[config.mk]
export PLATFORM = sky130hd
export DESIGN_NAME = alu_flags_unit
export DESIGN_NICKNAME = d
export VERILOG_FILES = /design/src/rtl/alu_flags_unit.sv
export SDC_FILE = /design/constraint.sdc
export NUM_CORES = 1
export LEC_CHECK = 0
export ABC_AREA = 1
export ABC_CLOCK_PERIOD_IN_PS = 2550
export BUFFER_PORTS_ARGS = -buffer_cell sky130_fd_sc_hd__clkbuf_2
export CAP_MARGIN = 20
export CORE_MARGIN = 10
export CORE_UTILIZATION = 47
export DETAILED_ROUTE_END_ITERATION = 16
export PLACE_DENSITY = 0.9
export SYNTH_ARGS = -nofsm -noshare
export SYNTH_HDL_FRONTEND = slang
export SYNTH_SLANG_ARGS = --single-unit
[constraint.sdc]
create_clock -name clk -period 2.55 [get_ports clk]
set_clock_uncertainty 0.1 [all_clocks]
set_input_delay 0.3825 -clock clk [delete_from_list [all_inputs] [get_ports clk]]
set_output_delay 0.3825 -clock clk [all_outputs]
set_load 0.02 [all_outputs]
[src/rtl/alu_flags_unit.sv]
// alu_flags_unit: registered NZCV flags, sticky overflow, saturating overflow counter and branch-condition evaluation
module alu_flags_unit #(
  parameter int WIDTH = 32,
  parameter int CNT_W = 8
) (
  input  logic             clk,
  input  logic             reset_n,
  input  logic             in_valid,
  input  logic             flag_we,
  input  logic [2:0]       op,
  input  logic [WIDTH-1:0] result,
  input  logic             co_add,
  input  logic             co_prev_add,
  input  logic             co_sub,
  input  logic             co_prev_sub,
  input  logic             sv_clr,
  input  logic [3:0]       cond,
  output logic             c,
  output logic             n,
  output logic             z,
  output logic             v,
  output logic             sv,
  output logic [CNT_W-1:0] ovf_cnt,
  output logic             out_valid,
  output logic             cond_true
);
  logic             upd, arith, c_nx, n_nx, z_nx, v_nx, ovf;
  logic             c_q, n_q, z_q, v_q, sv_q, ov_q;
  logic             c_d, n_d, z_d, v_d, sv_d;
  logic [CNT_W-1:0] cnt_q, cnt_d, base;
  assign upd   = in_valid & flag_we;
  assign arith = op[2:1] == 2'b11;
  assign n_nx  = result[WIDTH-1];
  assign z_nx  = result == '0;
  assign c_nx  = arith & (op[0] ? co_sub : co_add);
  assign v_nx  = arith & (op[0] ? co_sub ^ co_prev_sub : co_add ^ co_prev_add);
  assign ovf   = upd & v_nx;
  assign c_d   = upd ? c_nx : c_q;
  assign n_d   = upd ? n_nx : n_q;
  assign z_d   = upd ? z_nx : z_q;
  assign v_d   = upd ? v_nx : v_q;
  // a new overflow beats a simultaneous clear
  assign sv_d  = ovf | (sv_q & ~sv_clr);
  assign base  = sv_clr ? '0 : cnt_q;
  assign cnt_d = ovf && base != '1 ? base + CNT_W'(1) : base;
  always_ff @(posedge clk) begin
    if (!reset_n) begin
      {c_q, n_q, z_q, v_q, sv_q, ov_q} <= '0;
      cnt_q <= '0;
    end else begin
      {c_q, n_q, z_q, v_q, sv_q, ov_q} <= {c_d, n_d, z_d, v_d, sv_d, in_valid};
      cnt_q <= cnt_d;
    end
  end
  always_comb begin
    cond_true = 1'b0;
    case (cond)
      4'h0: cond_true = z_q;
      4'h1: cond_true = ~z_q;
      4'h2: cond_true = c_q;
      4'h3: cond_true = ~c_q;
      4'h4: cond_true = n_q;
      4'h5: cond_true = ~n_q;
      4'h6: cond_true = v_q;
      4'h7: cond_true = ~v_q;
      4'h8: cond_true = c_q & ~z_q;
      4'h9: cond_true = ~c_q | z_q;
      4'hA: cond_true = n_q == v_q;
      4'hB: cond_true = n_q != v_q;
      4'hC: cond_true = ~z_q & (n_q == v_q);
      4'hD: cond_true = z_q | (n_q != v_q);
      4'hE: cond_true = 1'b1;
      default: cond_true = 1'b0;
    endcase
  end
  assign {c, n, z, v, sv, out_valid} = {c_q, n_q, z_q, v_q, sv_q, ov_q};
  assign ovf_cnt = cnt_q;
endmodule

# Yosys cells after proc, flatten, opt, wreduce, memory -nomap -nowiden
# Cells that the tools add are included.
# classes
n_reduce_logical,3
addsub,1
n_mux,5
n_eq_ne,18
bitwise,17
# op_table
operator,count
$logic_not 32->1,1
$eq 4x4->1 const B,7
$eq 4x3->1 const B,4
$mux 8,2
$pmux 1 s15,1
$add 8x1->8 const B,1
$eq 4x2->1 const B,2
$ne 8x8->1 const B,1
$and 1x1->1,7
$not 1->1,5
$eq 4x1->1 const B,1
$logic_not 4->1,1
$or 1x1->1,3
$eq 2x2->1 const B,1
$mux 1,2
$xor 1x1->1,2
$eq 1x1->1,1
$logic_and 1x1->1,1
$ne 1x1->1,1
# word_totals
out_inout_bits,15
inputBits,48
ff_bits,14

# Depth between registers and ports, before layout
# depth
depth_word,6
mapped_depth,12

# Worst setup path after synthesis
# Ideal clock, no wire load.
# synth_path
path_type,reg2reg
from,"register cnt_q[1], in the netlist ovf_cnt[1]"
to,"register cnt_q[1], in the netlist ovf_cnt[1]"
synth_period_minus_slack_ps,1702
t_arrival_ps,1486
path_stages_with_launch,11
n_path_buf,0
slack_ps,848
required_ps,2334
cell_sequence,dfxtp_1 -> inv_1 -> nor2_1 -> ha_1 -> nand2_1 -> nor2_8 -> nand2_4 -> nor2_4 -> nor2_4 -> o21ai_0 -> nor2_1
# synth_between
elab_chain_cells,4
elab_cells_between_ends,5
classes_between,add/sub (1); eq/ne (1); mux (2); reduce/logical (1)
# synth_rtl
element,line_no,source
from (decl),30,"logic [CNT_W-1:0] cnt_q, cnt_d, base;"
from (signal assigned),52,cnt_q <= cnt_d;
$mux 8 (*),44,assign base = sv_clr ? '0 : cnt_q;
"parallel branches: the longest is 2 deep, another holds $add 8x1->8",--,
$mux 8 (*),45,assign cnt_d = ovf && base != '1 ? base + CNT_W'(1) : base;
# Every way passes the cells marked *.
# A chain may end at the register's enable or synchronous reset.

# Worst setup path after layout
# layout_path
from,"register v_q, in the netlist v"
to,output port cond_true
# layout_between
elab_chain_cells,3
elab_cells_between_ends,6
classes_between,eq/ne (2); mux (1); bitwise (3)
# layout_rtl
element,line_no,source
from (decl),28,"logic c_q, n_q, z_q, v_q, sv_q, ov_q;"
from (signal assigned),51,"{c_q, n_q, z_q, v_q, sv_q, ov_q} <= {c_d, n_d, z_d, v_d, sv_d, in_valid};"
$ne 1x1->1 or $eq 1x1->1 (tied branches),--,
$or 1x1->1 or $and 1x1->1 (tied branches),"71, 70",
$pmux 1 s15 (*),57,case (cond)
to (decl),25,output logic cond_true
# Mark *: on every way between the ends. The rest lies on a longest branch, timed or not.

==> results.toml <==
[outcome]
status = "complete, no violations"

[sta]
max_slew_margin_pct = 82.2
worst_slew_pin_slew_ns = 0.265
fin_crit_sh_pct = 77.0
fmax_mhz = 509
maxSlewViolCount = 0
period_minus_slack_ns = 1.96
setup_viol = 0
setup_ws_ns = 0.585
rsz0062_at_grt = "no"
final_hold_viol_count = 0
fin_tns_setup_ns = 0

[synth]
synth_cell_type_count = 26
postSynthAreaPerCell_sq_um = 6.05
ys_ff_latch = 14
synth_nets = 234
synth-adder-area-share_pct = 1.12
synth_area_sq_um = 1120
synth_compound_area_share_pct = 8.95
ys.warnings.count = 0
synth_top_cell_area_share_pct = 25.1
synth_edf_count = 0
muxShareOfSynthArea_pct = 0
async_reset_ff_share_pct = 0
yosys.area.top_type = "dfxtp_1"
yosys.area_share.simple_pct = 52.9
ys.flop_type = "dfxtp_1"
syn_inst = 185
synthXorXnorAreaFrac_pct = 2.35
synth-seq-area-share_pct = 25.1
synth_top_family_by_area = "simple AND/OR/NAND/NOR gates"
synthTopCellsByArea = "dfxtp_1 25%, nand2_1 18%, nor2_1 12%"

[pwr]
clkPwrFrac_pct = 27.6
swShare_pct = 28.3
power_frac_seq_pct = 49.8
powerDensity_nw_per_um2 = 303
p_comb_share_pct = 22.6
p_int_uw = 323
irDropWorstVdd_uv = 267
power.leakage_uw = 0.000851
switchingPower_uw = 128

[place]
place.detailed.hpwl_mm = 2.81
port_buffers = 62
gp_congestion = 0.926
post-place-ws_ns = 0.549

[drt]
wl_per_cell_microns = 11.6
vias_per_cell = 4.78
first_pass_iters = 4
routed_wirelength_mm = 3.22
drt-initial-drc-count = 119
ant_nets = 0
drc = 0
vias = 1328

[final_layout]
layout.nets = 301
syn2layout_area_growth_pct = 32.9
nFillCells = 210
drive_gt1_share_pct = 31.6
final_common_cell = "clkbuf_2"
layout_common_cells = "62 x clkbuf_2, 53 x nand2_1, 35 x nor2_1"
num_antenna_cells = 0

[floorplanning]
die_area_sq_um = 4730
rows = 17
io_pins = 63
die_w_microns = 68.8
fp.coreArea_sq_um = 2230
dieHeight_microns = 68.8
start_util_pct = 50.1

[setup_path]
cp-start-kind = "flop"
crit_type = "flop to primary output"
crit_fanout = 5
crit_path_end_kind = "primary output"
path_buf_inv = 1
cpPeakStageDelay_ns = 0.42
critPathSlowestCell = "dfxtp_1"
cp_cell_sequence = "xor2_1 -> nand2_1 -> nand3_1 -> nand3_1 -> nor2_1 -> nand2_1 -> clkbuf_2"
critPathRequiredTime_ns = 2.07
cp.arrival_ns = 1.48
path_delay_family = "flip-flops"

[clock_network]
clk_pin_slew_ns = 0.08
cts.repair.resized = 0
cts_tree = "built"
cts_buffer_depth = 2
postCtsSetupRepairBufs = 0
clock-root-buffer = "clkbuf_4"
clkLatencyLatePin_ns = 0.28
cts_buffers = 3
hold_buffers = 0
clock-sinks = 14
h-tree-depth = 1

[global_routing]
grt_pass1_vias = 1337
grt_max_degree = 10
gr-total-overflow = 0
antenna_found_initial = 0
grt_pass1_wl_mm = 5.47
global_route.usage.total_pct = 14.5

[min_path]
hold_path_class = "primary input to flop"

[run]
cap_viol_max_count = 0
## through the flow
stage / cell area [sq um] / instances / hold WS (ns) / total power (uW) / util, %
after floorplan: 1120 / 185 / 0.376 / 278 / -
after global placement: 1460 / 275 / 0.366 / 330 / 65.5
after detailed placement: 1460 / 275 / 0.370 / 332 / 65.5
after CTS: 1490 / 278 / 0.209 / 451 / 66.6
after global routing: 1490 / 278 / 0.252 / 476 / 66.6
final: 1490 / 278 / 0.204 / 451 / 66.6
## cells by family after synthesis
| logic type | Yosys count |
|---|---|
| buffers and inverters | 28 |
| AND/OR/NAND/NOR | 121 |
| AO/OA/AOI/OAI | 18 |
| XOR/XNOR | 3 |
| flip-flops | 14 |
| adder cells (fa/ha/maj) | 1 |
## flip-flops by register name, indices dropped and copies added, names as in the netlist
signal     flops
ovf_cnt        8
c              1
n              1
out_valid      1
sv             1
v              1
z              1
## synth_stat cells, types with 2 or more instances
| master | n |
|---|---|
| nor3_1 | 2 |
| nand2_4 | 2 |
| nand2_1 | 53 |
| xor2_1 | 3 |
| o21ai_0 | 5 |
| nor2_2 | 2 |
| inv_1 | 26 |
| dfxtp_1 | 14 |
| a21oi_1 | 8 |
| nor2_1 | 35 |
| nor2_4 | 3 |
| nand4_1 | 4 |
| nand3_1 | 12 |
| o21bai_1 | 2 |
| o22ai_1 | 2 |
| nand2_2 | 2 |
## power by group through the flow
stage                     logic (uW)  registers [uW]  clock network, uW
final                            102             225                124
after global routing             116             225                135
after CTS                        103             225                124
after detailed placement         102             230                  0
after global placement           101             230                  0
after floorplan                 45.2             233                  0
## path summary, 6_finish.rpt
| kind | slack, ns | endpoint | depth (start not counted) | start |
|---|---|---|---|---|
| min reg2reg | 0.41 | z | 2 | z |
| max reg2reg | 0.77 | ovf_cnt[1] | 10 | ovf_cnt[1] |
| min | 0.20 | out_valid | 3 | in_valid |
| max | 0.59 | cond_true | 7 | v |
## area by class of cell
type	count	area [sq um]	area share [%]
multi-input combinational	143	731	49.2
timing repair buffer	62	310	20.9
sequential	14	280	18.9
inverter	28	108	7.24
tap	28	35.0	2.36
clock buffer	3	22.5	1.52
## layer usage
metal,routed length (microns),up-vias,global-route usage (%)
li1,-,711,-
met2,1670,49,27.3
met1,1280,561,15.9
met5,0,-,0
met3,218,7,2.42
met4,52,0,5.17
## worst min-delay path: cells and delay by family
family / cells / cell delay (ns)
buffers and inverters: 2 / 0.13
and+or+nand+nor: 1 / 0.04
Power figures use the tool's default switching activity.
